<file path="src/rtl/isq_pkg.sv">
// Shared constants, FSM state type and one-hot encoder for the issue-queue slot controller.
package isq_pkg;
   localparam int DEPTH = 8;
   localparam int LOG   = 3;

   typedef enum logic {
      IDLE = 1'b0,
      BUSY = 1'b1
   } state_t;

   // OR-reduction encoder; the result is meaningful only for a one-hot input.
   function automatic logic [LOG-1:0] oh2bin(input logic [DEPTH-1:0] oh);
      logic [LOG-1:0] b;
      b = '0;
      for (int i = 0; i < DEPTH; i++) begin
         if (oh[i]) begin
            b = b | LOG'(i);
         end
      end
      return b;
   endfunction
endpackage

</file>
<file path="src/rtl/isq_slot_ctrl_if.sv">
// Dispatch, age-pick, FU issue and status signals of one issue-queue slot controller.
interface isq_slot_ctrl_if;
   import isq_pkg::*;

   logic             enq_valid;
   logic             enq_ready;
   logic [LOG-1:0]   enq_ptr;
   logic [DEPTH-1:0] iq_entries_wren_oh;
   logic             oldest_found;
   logic [DEPTH-1:0] oldest_idx_oh;
   logic             issue_valid;
   logic             issue_ready;
   logic             deq_fire;
   logic [LOG-1:0]   deq_ptr;
   logic [DEPTH-1:0] iq_entries_clear_entry;
   logic [DEPTH-1:0] iq_entries_valid;
   logic             flush;
   logic [LOG:0]     count;
   logic             full;
   logic             empty;

   modport master (
      output enq_valid, oldest_found, oldest_idx_oh, issue_ready, flush,
      input  enq_ready, enq_ptr, iq_entries_wren_oh, issue_valid, deq_fire, deq_ptr,
      input  iq_entries_clear_entry, iq_entries_valid, count, full, empty
   );

   modport slave (
      input  enq_valid, oldest_found, oldest_idx_oh, issue_ready, flush,
      output enq_ready, enq_ptr, iq_entries_wren_oh, issue_valid, deq_fire, deq_ptr,
      output iq_entries_clear_entry, iq_entries_valid, count, full, empty
   );
endinterface

</file>
<file path="src/rtl/isq_free_pick.sv">
// Lowest-index free-slot picker over the issue-queue valid vector.
module isq_free_pick
   import isq_pkg::*;
(
   input  logic [DEPTH-1:0] valid,
   output logic [LOG-1:0]   idx,
   output logic [DEPTH-1:0] oh,
   output logic             full
);
   logic found;

   always_comb begin
      oh    = '0;
      found = 1'b0;
      for (int i = 0; i < DEPTH; i++) begin
         if (!valid[i] && !found) begin
            oh[i] = 1'b1;
            found = 1'b1;
         end
      end
   end

   assign idx  = oh2bin(oh);
   assign full = &valid;
endmodule

</file>
<file path="src/rtl/isq_slot_ctrl.sv">
// Issue-queue slot controller: valid vector, free-slot allocation, FU issue handshake and busy FSM.
// Defining ISQ_SLOT_STALL_CNT_EN adds the saturating stall_cycles counter output.
module isq_slot_ctrl
   import isq_pkg::*;
#(
   parameter int FU_BUSY_CYCLES = 0
) (
   input  logic clock,
   input  logic reset_n,
   isq_slot_ctrl_if.slave bus
`ifdef ISQ_SLOT_STALL_CNT_EN
   ,
   output logic [31:0] stall_cycles
`endif
);
   localparam int CNT_W = (FU_BUSY_CYCLES < 2) ? 1 : $clog2(FU_BUSY_CYCLES + 1);

   logic [DEPTH-1:0] valid_reg, valid_next;
   logic [LOG:0]     count_reg, count_next;
   state_t           state_reg, state_next;
   logic [CNT_W-1:0] busy_cnt_reg, busy_cnt_next;

   logic [LOG-1:0]   free_idx;
   logic [DEPTH-1:0] free_oh;
   logic             pick_full;
   logic             enq_ready, enq_fire, issue_valid, deq_fire;
   logic [DEPTH-1:0] wren_oh, clear_oh;

   isq_free_pick u_free_pick (
      .valid (valid_reg),
      .idx   (free_idx),
      .oh    (free_oh),
      .full  (pick_full)
   );

   // No enqueue bypass: a slot freed by this cycle's dequeue is reusable only next cycle.
   always_comb begin
      enq_ready   = !pick_full && !bus.flush;
      enq_fire    = bus.enq_valid && enq_ready;
      issue_valid = bus.oldest_found && (state_reg == IDLE) && !bus.flush;
      deq_fire    = issue_valid && bus.issue_ready;
      wren_oh     = enq_fire ? free_oh : '0;
      clear_oh    = deq_fire ? bus.oldest_idx_oh : '0;
   end

   always_comb begin
      valid_next    = (valid_reg | wren_oh) & ~clear_oh;
      count_next    = count_reg + (LOG+1)'(enq_fire) - (LOG+1)'(deq_fire);
      state_next    = state_reg;
      busy_cnt_next = busy_cnt_reg;
      case (state_reg)
         IDLE: begin
            if (deq_fire && (FU_BUSY_CYCLES > 0)) begin
               state_next    = BUSY;
               busy_cnt_next = CNT_W'(FU_BUSY_CYCLES);
            end
         end
         BUSY: begin
            if (busy_cnt_reg <= CNT_W'(1)) begin
               state_next    = IDLE;
               busy_cnt_next = '0;
            end else begin
               busy_cnt_next = busy_cnt_reg - CNT_W'(1);
            end
         end
         default: begin
            state_next    = IDLE;
            busy_cnt_next = '0;
         end
      endcase
      if (bus.flush) begin
         valid_next    = '0;
         count_next    = '0;
         state_next    = IDLE;
         busy_cnt_next = '0;
      end
   end

   always_ff @(posedge clock) begin
      if (!reset_n) begin
         valid_reg    <= '0;
         count_reg    <= '0;
         state_reg    <= IDLE;
         busy_cnt_reg <= '0;
      end else begin
         valid_reg    <= valid_next;
         count_reg    <= count_next;
         state_reg    <= state_next;
         busy_cnt_reg <= busy_cnt_next;
      end
   end

   assign bus.enq_ready              = enq_ready;
   assign bus.enq_ptr                = free_idx;
   assign bus.iq_entries_wren_oh     = wren_oh;
   assign bus.issue_valid            = issue_valid;
   assign bus.deq_fire               = deq_fire;
   assign bus.deq_ptr                = oh2bin(bus.oldest_idx_oh);
   assign bus.iq_entries_clear_entry = clear_oh;
   assign bus.iq_entries_valid       = valid_reg;
   assign bus.count                  = count_reg;
   assign bus.full                   = (count_reg == (LOG+1)'(DEPTH));
   assign bus.empty                  = (count_reg == '0);

`ifdef ISQ_SLOT_STALL_CNT_EN
   logic [31:0] stall_reg;
   logic        stall_hit;

   assign stall_hit = (bus.oldest_found && !issue_valid) || (issue_valid && !bus.issue_ready);

   always_ff @(posedge clock) begin
      if (!reset_n) begin
         stall_reg <= '0;
      end else if (stall_hit && (stall_reg != '1)) begin
         stall_reg <= stall_reg + 32'd1;
      end
   end

   assign stall_cycles = stall_reg;
`endif

   a_count_max: assert property (@(posedge clock) disable iff (!reset_n)
      count_reg <= (LOG+1)'(DEPTH));
   a_oldest_onehot: assert property (@(posedge clock) disable iff (!reset_n)
      bus.oldest_found |-> $onehot(bus.oldest_idx_oh));
   a_oldest_valid: assert property (@(posedge clock) disable iff (!reset_n)
      bus.oldest_found |-> |(bus.oldest_idx_oh & valid_reg));
endmodule

</file>
<file path="src/flat_wrapper.sv">
// flat-port wrapper written by rule: the top's interface ports become plain ports
module isq_slot_ctrl_flat import isq_pkg::*;
#(
   parameter int FU_BUSY_CYCLES = 0
)
  (clock, reset_n, bus_enq_valid, bus_oldest_found, bus_oldest_idx_oh, bus_issue_ready, bus_flush, bus_enq_ready, bus_enq_ptr, bus_iq_entries_wren_oh, bus_issue_valid, bus_deq_fire, bus_deq_ptr, bus_iq_entries_clear_entry, bus_iq_entries_valid, bus_count, bus_full, bus_empty);
  isq_slot_ctrl_if bus_i ();
  input  logic clock;
  input  logic reset_n;
  input wire logic [$bits(bus_i.enq_valid)-1:0] bus_enq_valid;
  input wire logic [$bits(bus_i.oldest_found)-1:0] bus_oldest_found;
  input wire logic [$bits(bus_i.oldest_idx_oh)-1:0] bus_oldest_idx_oh;
  input wire logic [$bits(bus_i.issue_ready)-1:0] bus_issue_ready;
  input wire logic [$bits(bus_i.flush)-1:0] bus_flush;
  output wire logic [$bits(bus_i.enq_ready)-1:0] bus_enq_ready;
  output wire logic [$bits(bus_i.enq_ptr)-1:0] bus_enq_ptr;
  output wire logic [$bits(bus_i.iq_entries_wren_oh)-1:0] bus_iq_entries_wren_oh;
  output wire logic [$bits(bus_i.issue_valid)-1:0] bus_issue_valid;
  output wire logic [$bits(bus_i.deq_fire)-1:0] bus_deq_fire;
  output wire logic [$bits(bus_i.deq_ptr)-1:0] bus_deq_ptr;
  output wire logic [$bits(bus_i.iq_entries_clear_entry)-1:0] bus_iq_entries_clear_entry;
  output wire logic [$bits(bus_i.iq_entries_valid)-1:0] bus_iq_entries_valid;
  output wire logic [$bits(bus_i.count)-1:0] bus_count;
  output wire logic [$bits(bus_i.full)-1:0] bus_full;
  output wire logic [$bits(bus_i.empty)-1:0] bus_empty;
  assign bus_i.enq_valid = bus_enq_valid;
  assign bus_i.oldest_found = bus_oldest_found;
  assign bus_i.oldest_idx_oh = bus_oldest_idx_oh;
  assign bus_i.issue_ready = bus_issue_ready;
  assign bus_i.flush = bus_flush;
  assign bus_enq_ready = bus_i.enq_ready;
  assign bus_enq_ptr = bus_i.enq_ptr;
  assign bus_iq_entries_wren_oh = bus_i.iq_entries_wren_oh;
  assign bus_issue_valid = bus_i.issue_valid;
  assign bus_deq_fire = bus_i.deq_fire;
  assign bus_deq_ptr = bus_i.deq_ptr;
  assign bus_iq_entries_clear_entry = bus_i.iq_entries_clear_entry;
  assign bus_iq_entries_valid = bus_i.iq_entries_valid;
  assign bus_count = bus_i.count;
  assign bus_full = bus_i.full;
  assign bus_empty = bus_i.empty;
  isq_slot_ctrl #(.FU_BUSY_CYCLES(FU_BUSY_CYCLES)) u_core (.clock(clock), .reset_n(reset_n), .bus(bus_i));
endmodule
</file>
<file path="config.mk">
export PLATFORM = sky130hd
export DESIGN_NAME = isq_slot_ctrl_flat
export DESIGN_NICKNAME = d
export VERILOG_FILES = /design/src/rtl/isq_pkg.sv /design/src/rtl/isq_slot_ctrl_if.sv /design/src/rtl/isq_free_pick.sv /design/src/rtl/isq_slot_ctrl.sv /design/src/flat_wrapper.sv
export SDC_FILE = /design/constraint.sdc
export NUM_CORES = 1
export LEC_CHECK = 0
export BUFFER_PORTS_ARGS = -buffer_cell sky130_fd_sc_hd__buf_2
export CORE_UTILIZATION = 30
export DETAILED_ROUTE_END_ITERATION = 10
export SLEW_MARGIN = 10
export SYNTH_ARGS = -nofsm -noshare
export SYNTH_HDL_FRONTEND = slang
export SYNTH_HIERARCHICAL = 1
export SYNTH_SLANG_ARGS = --single-unit
</file>
<file path="constraint.sdc">
create_clock -name clock -period 6.1 [get_ports clock]
set_input_delay 1.22 -clock clock [delete_from_list [all_inputs] [get_ports clock]]
set_output_delay 1.22 -clock clock [all_outputs]
set_load 0.005 [all_outputs]
</file>
# Word-level counts from Yosys, hierarchy flattened
# Index checks and enable logic that the tools add are counted.
dict set report classes {
  add_sub_neg 3
  magnitude_cmp 1
  eq_ne 1
  mux 32
  bitwise_logic 5
  n_reduce_logical 31
}
# op n
set op_table {}
lappend op_table {{$mux 3} 8}
lappend op_table {{$mux 1} 18}
lappend op_table {{$mux 8} 2}
lappend op_table {{$logic_not 1->1} 15}
lappend op_table {{$logic_and 1x1->1} 12}
lappend op_table {{$and 8x8->8} 1}
lappend op_table {{$mux 2} 4}
lappend op_table {{$not 8->8} 1}
lappend op_table {{$or 8x8->8} 1}
lappend op_table {{$reduce_and 8->1} 1}
lappend op_table {{$add 4x1->4} 1}
lappend op_table {{$eq 4x4->1 const B} 1}
lappend op_table {{$logic_not 4->1} 1}
lappend op_table {{$sub 4x1->4} 1}
lappend op_table {{$reduce_or 3->1} 1}
lappend op_table {{$not 1->1} 2}
lappend op_table {{$reduce_or 2->1} 1}
lappend op_table {{$le 1x1->1 const B} 1}
lappend op_table {{$sub 1x1->1 const B} 1}
dict set report word_totals {
  reg_bits 14
  input_bits 14
  out_inout_bits 39
  elab_cells 77
}

# Depth between registers and ports, before layout
# Gate-level depths: netlist (run 1).
dict set report logic_depth {
  depth_word 24
  ltp_mapped 12
  ltp_nobuf 11
}

# Cells and area by module
# Netlist (run 1), hierarchy kept.
# module n_inst cells_per_inst area_per_inst_um2 seq_area_each_um2
set by_module_without_submodules {}
lappend by_module_without_submodules {isq_slot_ctrl 1 82 760.7 240.2}
lappend by_module_without_submodules {isq_free_pick 1 21 118.9 0.0}

# Least setup slack after synthesis (run 1)
# Ideal clock, no wire load.
dict set report synth_timing {
  path_type {input to output}
  start {input port bus_flush}
  end {output port bus_iq_entries_wren_oh[0]}
  arrival_ns 1.890
  t_required_ns 4.880
  slack_ns 2.990
  stages 3
  path_buffers 1
  cell_sequence {nor3b_2 buf_6 and2_1}
}
dict set report synth_between {
  elab_chain_len 4
}
# item line
set synth_rtl {}
lappend synth_rtl {{start: declaration} flat_wrapper.sv:14} ;# input wire logic [$bits(bus_i.flush)-1:0] bus_flush;
lappend synth_rtl {{$logic_not 1->1} isq_slot_ctrl.sv:38} ;# enq_ready = !pick_full && !bus.flush;
lappend synth_rtl {{$logic_and 1x1->1} isq_slot_ctrl.sv:38}
lappend synth_rtl {{$logic_and 1x1->1} isq_slot_ctrl.sv:39} ;# enq_fire = bus.enq_valid && enq_ready;
lappend synth_rtl {{$mux 8} isq_slot_ctrl.sv:42} ;# wren_oh = enq_fire ? free_oh : '0;
lappend synth_rtl {{end: declaration} flat_wrapper.sv:17} ;# output wire logic [$bits(bus_i.iq_entries_wren_oh)-1:0] bus_iq_entries_wren_oh;
# No other way between the ends.

# Final worst setup path (run 1)
dict set report layout_timing {
  start {input port bus_flush}
  end {output port bus_iq_entries_wren_oh[2]}
}
# The elaborated chain is that of the path after synthesis.

==> impl_metrics.toml, run 1 <==
[placement]
port-buffer-count = 52
post-dp-hpwl_um = 1720
dp.cells = 183
place.gp.congestion = 0.809

[logic_synthesis]
synth_area_leaders = "dfxtp_1 27%, nor3_2 9.1%, ha_1 8.5%, and2_4 8.0%, and2_1 5.7%"
yosysWarnings = 6
async_flop_share_pct = 0
yosys.area.top_type = "dfxtp_1"
synth_seq_cells = 12
synthFlopType = "dfxtp_1"
syn_area_um2 = 880
netlist.area_leader.share_pct = 27.3
avgSynthCellArea_um2 = 8.54
yosysSeqAreaShare_pct = 27.3
synthDistinctLibCells = 28
syn_nets = 124
postSynthCellCount = 103
synth_edf_count = 0

[clocking]
cts_tree = "built"
htree_levels = 1
clk_path_buf_depth = 2
clk_pin_slew_ns = 0.07
ctsHoldBuffers = 0
clock-sinks = 12
cts_resized = 0
clockRootBuffer = "clkbuf_4"
cts_made_buffers = 3
clock_latency_ns = 0.26
cts_setup_buffers = 0

[cells_and_area]
fillers = 297
area_growth_pct = 35.7
drive_gt1_share_pct = 48.7
num_antenna_cells = 0
final_nets = 178
fin_util_pct = 43.3
largest_reg_flops = 8
fin_cells = 187

[floorplanning]
dieArea_um2 = 3150
rows = 19
pin_count = 53
die_w_um = 56.1
core_region_area_um2 = 2760
initial_core_util_pct = 31.9
die_height_um = 56.1

[sta]
slew_headroom_pct = 41.8
fin_tns_setup_ns = 0
setup_violations = 0
slew_viol_final = 0
layout_min_cycle_time_ns = 3.63
fin_crit_sh_pct = 59.5
worst_pin_slew_ns = 0.868
skew_ns = 0.00325
rsz0062_at_grt = "no"
hold_viol = 0
max_freq_mhz = 275

[grt]
grt_max_degree = 18
grt_usage_pct = 13.1
overflow = 0
grt_pass1_wl_um = 3350
grt_pass1_vias = 833
antenna_found_initial = 0

[worst_setup_path]
cp-end-kind = "output pin"
critical_path_arrival_ns = 2.41
required_ns = 4.88
critPathLaunchType = "input pin"
critPathKind = "in2out"
crit_fanout = 17

[power_and_ir_drop]
intPower_mw = 0.132
powerDensity_nw_per_um2 = 146
pwr-share-comb_pct = 18.6
p_total_mw = 0.174
p_leak_nw = 0.610
p_sw_mw = 0.0417
clkPwrFrac_pct = 34.6
p_seq_share_pct = 46.8
p_sw_share_pct = 24.0
peakVddDrop_v = 0.000121

[drt]
firstDrtPassIters = 3
drt-initial-drc-count = 9
drcViolationCount = 0
ant_nets = 0
viasPerCell = 4.72
drt-total-wl_um = 1990
vias = 883
post_drt_wl_per_cell_um = 10.6

[hold_path]
hp-class = "reg2reg"

[run_status]
status = "finished clean"

[flow_run]
max_cap_violations = 0
-- worst max-delay path: stages --
cell     delay [ns]
buf_2          0.13
nor3b_2        0.72
and2_1         0.22
buf_2          0.11
-- layout by cell type (no fill, tap or decap), types with 4 or more instances in the layout --
master | netlist | layout
and2_4 | 8 | 8
nor3b_1 | 4 | 4
buf_2 | 2 | 52
and2_1 | 8 | 8
nor2_1 | 11 | 11
inv_1 | 10 | 10
nor3_2 | 8 | 8
ha_1 | 6 | 6
dfxtp_1 | 12 | 12
a21oi_1 | 8 | 8
-- through the flow --
step	hold slack (ns)	setup slack [ns]	area, µm²
2_1_floorplan	0.549	2.99	880
3_3_place_gp	0.554	2.51	1160
3_5_place_dp	0.568	2.48	1160
4_1_cts	0.581	2.48	1190
5_1_grt	0.604	2.33	1190
6_report	0.576	2.47	1190
-- layer usage --
| metal | vias up | global-route usage [%] | part of all wire, % |
|---|---|---|---|
| met2 | 32 | 23.0 | 48 |
| met4 | 0 | 6.27 | 1.8 |
| met5 | - | 0 | 0 |
| met1 | 387 | 16.1 | 46 |
| li1 | 460 | - | - |
| met3 | 4 | 1.16 | 5.1 |
-- final timing paths --
kind,slack (ns),end,cells after the start,startpoint
min,0.58,u_core/bus.iq_entries_valid[6]$_SDFF_PP0_,2,u_core/bus.iq_entries_valid[6]$_SDFF_PP0_
max reg2reg,3.26,u_core/bus.count[2]$_SDFF_PP0_,11,u_core/bus.iq_entries_valid[2]$_SDFF_PP0_
max,2.47,bus_iq_entries_wren_oh[2],4,bus_flush
min reg2reg,0.58,u_core/bus.iq_entries_valid[6]$_SDFF_PP0_,2,u_core/bus.iq_entries_valid[6]$_SDFF_PP0_
-- synthesized netlist by cell type (2+ instances only) --
cell / count
nor3_2: 8
or4_1: 3
nor2_1: 11
and2_1: 8
and2_4: 8
a21oi_1: 8
nor3b_1: 4
buf_2: 2
ha_1: 6
dfxtp_1: 12
inv_1: 10
nand2_1: 3
nand2b_1: 3
nand3_1: 3
-- layout make-up --
class	count	area (µm²)	share of cell area [%]
Multi-Input combinational cell	78	581	48.6
Timing Repair Buffer	52	260	21.8
Sequential cell	12	240	20.1
Tap cell	31	38.8	3.25
Inverter	10	37.5	3.14
Clock buffer	4	36.3	3.04
-- power by group through the flow --
stage | logic, mW | registers [mW] | clock network [mW]
floorplan | 0.0193 | 0.0833 | 0
global placement | 0.0318 | 0.0833 | 0
detailed placement | 0.0326 | 0.0833 | 0
CTS | 0.0327 | 0.0815 | 0.0630
global route | 0.0364 | 0.0817 | 0.0664
finish | 0.0323 | 0.0815 | 0.0601
-- kinds of logic after synthesis --
family,count (synthesis),share of synthesized area [%]
DFF,12,27.3
adders and majority gates,7,10.8
buffers and inverters,13,6.69
xor gates and xnor gates,1,0.996
AOI/OAI and AO/OA,14,10.2
and+or+nand+nor,56,44.0
(Power assumes the default switching activity.)
==> run 2: changes to the inputs <==
==> constraint.sdc (replaced) <==
create_clock -name clock -period 2.95 [get_ports clock]
set_input_delay 0.59 -clock clock [delete_from_list [all_inputs] [get_ports clock]]
set_output_delay 0.59 -clock clock [all_outputs]
set_load 0.005 [all_outputs]
==> run 2 against run 1 <==
  * Final area did not move
  * Non-clock buffer count rose by 1
  * Register-to-register slack got worse by 3.0 ns
  * Sequential power rose by 110%
  * Via count fell by 2.8%
  * First-iteration DRC count did not move
  * Critical endpoint is now u_core/bus.count[2]$_SDFF_PP0_
==> impl_metrics.toml, run 2 (synthesis results as in run 1) <==
[run_status]
status = "finished clean"

[worst_setup_path]
reg2reg_to = "u_core/bus.count[2]$_SDFF_PP0_"
critPathLaunchType = "flip-flop"
ff2ff_path_depth = 11
crit_fanout = 17
cp_top_family = "simple AND/OR/NAND/NOR gates"
regToRegSetupSlack_ns = 0.31
cp-end-kind = "flip-flop"
max_stage_delay_ns = 0.51
required_ns = 3.08
cp_cell_sequence = "nand4_2 > or2_1 > nor2_1 > nor3b_4 > inv_1 > ha_1 > inv_1 > ha_1 > fa_1 > xnor2_1 > nor2_1"
r2r-start = "u_core/bus.iq_entries_valid[3]$_SDFF_PP0_"
slowest_stage = "nor3b_4"
critPathKind = "reg2reg"
critPathBufInv = 2
critical_path_arrival_ns = 2.78

[sta]
worst_pin_slew_ns = 0.680
hold_viol = 0
setup_violations = 0
layout_min_cycle_time_ns = 2.64
slew_headroom_pct = 54.7
rsz0062_at_grt = "no"
fin_tns_setup_ns = 0
fin_crit_sh_pct = 89.7
max_freq_mhz = 378
skew_ns = 0.00252
slew_viol_final = 0

[cells_and_area]
fin_cells = 187
num_antenna_cells = 0
final_nets = 179
area_growth_pct = 35.7
fillers = 288
layout_commonest_cell = "buf_2"
final_cell_mix = "52 x buf_2, 12 x dfxtp_1, 11 x nor2_1"
drive_gt1_share_pct = 48.7
largest_reg_flops = 8

[floorplanning]
die_height_um = 56.1
pin_count = 53
die_w_um = 56.1
rows = 19
initial_core_util_pct = 31.9
dieArea_um2 = 3150
core_region_area_um2 = 2760

[clocking]
cts_tree = "built"
ctsHoldBuffers = 0
clock_latency_ns = 0.27
cts_setup_buffers = 0
clk_path_buf_depth = 2
cts_made_buffers = 3
htree_levels = 1
clock-sinks = 12
clockRootBuffer = "clkbuf_4"
clk_pin_slew_ns = 0.07

[power_and_ir_drop]
p_total_mw = 0.336
powerDensity_nw_per_um2 = 282
p_leak_nw = 0.609
peakVddDrop_v = 0.000152

[grt]
grt_usage_pct = 14.1
grt_pass1_wl_um = 3520
overflow = 0
antenna_found_initial = 0
grt_pass1_vias = 838
grt_max_degree = 18

[drt]
ant_nets = 0
viasPerCell = 4.59
drt-initial-drc-count = 9
firstDrtPassIters = 4
drcViolationCount = 0
vias = 858
post_drt_wl_per_cell_um = 11.5
drt-total-wl_um = 2150

[placement]
place.gp.congestion = 0.754
port-buffer-count = 52
post-dp-hpwl_um = 1800
dp.cells = 184

[flow_run]
max_cap_violations = 0

[hold_path]
min_to = "u_core/bus.iq_entries_valid[6]$_SDFF_PP0_"
worstHoldStart = "u_core/bus.iq_entries_valid[6]$_SDFF_PP0_"
hp-class = "reg2reg"
hold_depth = 2
-- run 2: cell count changes in the layout (fill, tap and decap cells not counted), sizes merged --
cell    change
buf         +1
clkbuf      -1
-- run 2: layout make-up --
type                       count  area [µm²]  area share [%]
multi-input combinational     78         587            49.2
timing repair buffer          53         268            22.4
sequential                    12         240            20.1
tap                           31        38.8            3.25
inverter                      10        37.5            3.14
clock buffer                   3        22.5            1.89
-- run 2: timing repair --
| action | 4_1_cts | 5_1_grt |
|---|---|---|
| resized for setup | 0 | 1 |
| setup endpoints to repair | 0 | 3 |
| endpoints found under the hold margin | 0 | 0 |
-- run 2: where the power goes --
group | switching, mW | internal [mW] | total [mW]
registers | 0.00289 | 0.165 | 0.168
logic | 0.0351 | 0.0344 | 0.0695
clock network | 0.0513 | 0.0472 | 0.0985
total | 0.0893 | 0.247 | 0.336
-- run 2: tightest hold or removal path, cell delays in order (launching register included) --
cell and delay (ns):
dfxtp_1 0.36, a21oi_2 0.13, nor3_2 0.04
-- run 2: worst max path at each step --
stage	start	end	slack, ns	depth (start not counted)
detailed placement	u_core/bus.iq_entries_valid[3]$_SDFF_PP0_	u_core/bus.count[2]$_SDFF_PP0_	0.11	11
finish	u_core/bus.iq_entries_valid[3]$_SDFF_PP0_	u_core/bus.count[2]$_SDFF_PP0_	0.31	11
CTS	u_core/bus.iq_entries_valid[3]$_SDFF_PP0_	u_core/bus.count[2]$_SDFF_PP0_	0.1	11
global route	u_core/bus.iq_entries_valid[2]$_SDFF_PP0_	u_core/bus.count[2]$_SDFF_PP0_	0.07	11
global placement	bus_flush	u_core/bus.count[2]$_SDFF_PP0_	0.19	9
floorplan	u_core/bus.iq_entries_valid[3]$_SDFF_PP0_	u_core/bus.count[2]$_SDFF_PP0_	0.56	12
-- run 2: layer usage --
layer  up-vias  share of wire [%]  global-route usage, %
met2        28                 49                   25.2
li1        461                  -                      -
met1       369                 45                   16.7
met5         -                  0                      0
met3         0                5.2                   1.16
met4         0                  0                   7.32
-- run 2: metrics by stage --
step	util, %	hold WS [ns]	worst slack (ns)	instance area (µm²)
detailed placement	42.2	0.568	0.114	1160
CTS	43.1	0.580	0.0977	1190
finish	43.3	0.576	0.305	1190
global route	43.3	0.601	0.0726	1190
floorplan	-	0.549	0.559	880
global placement	42.2	0.570	0.189	1160
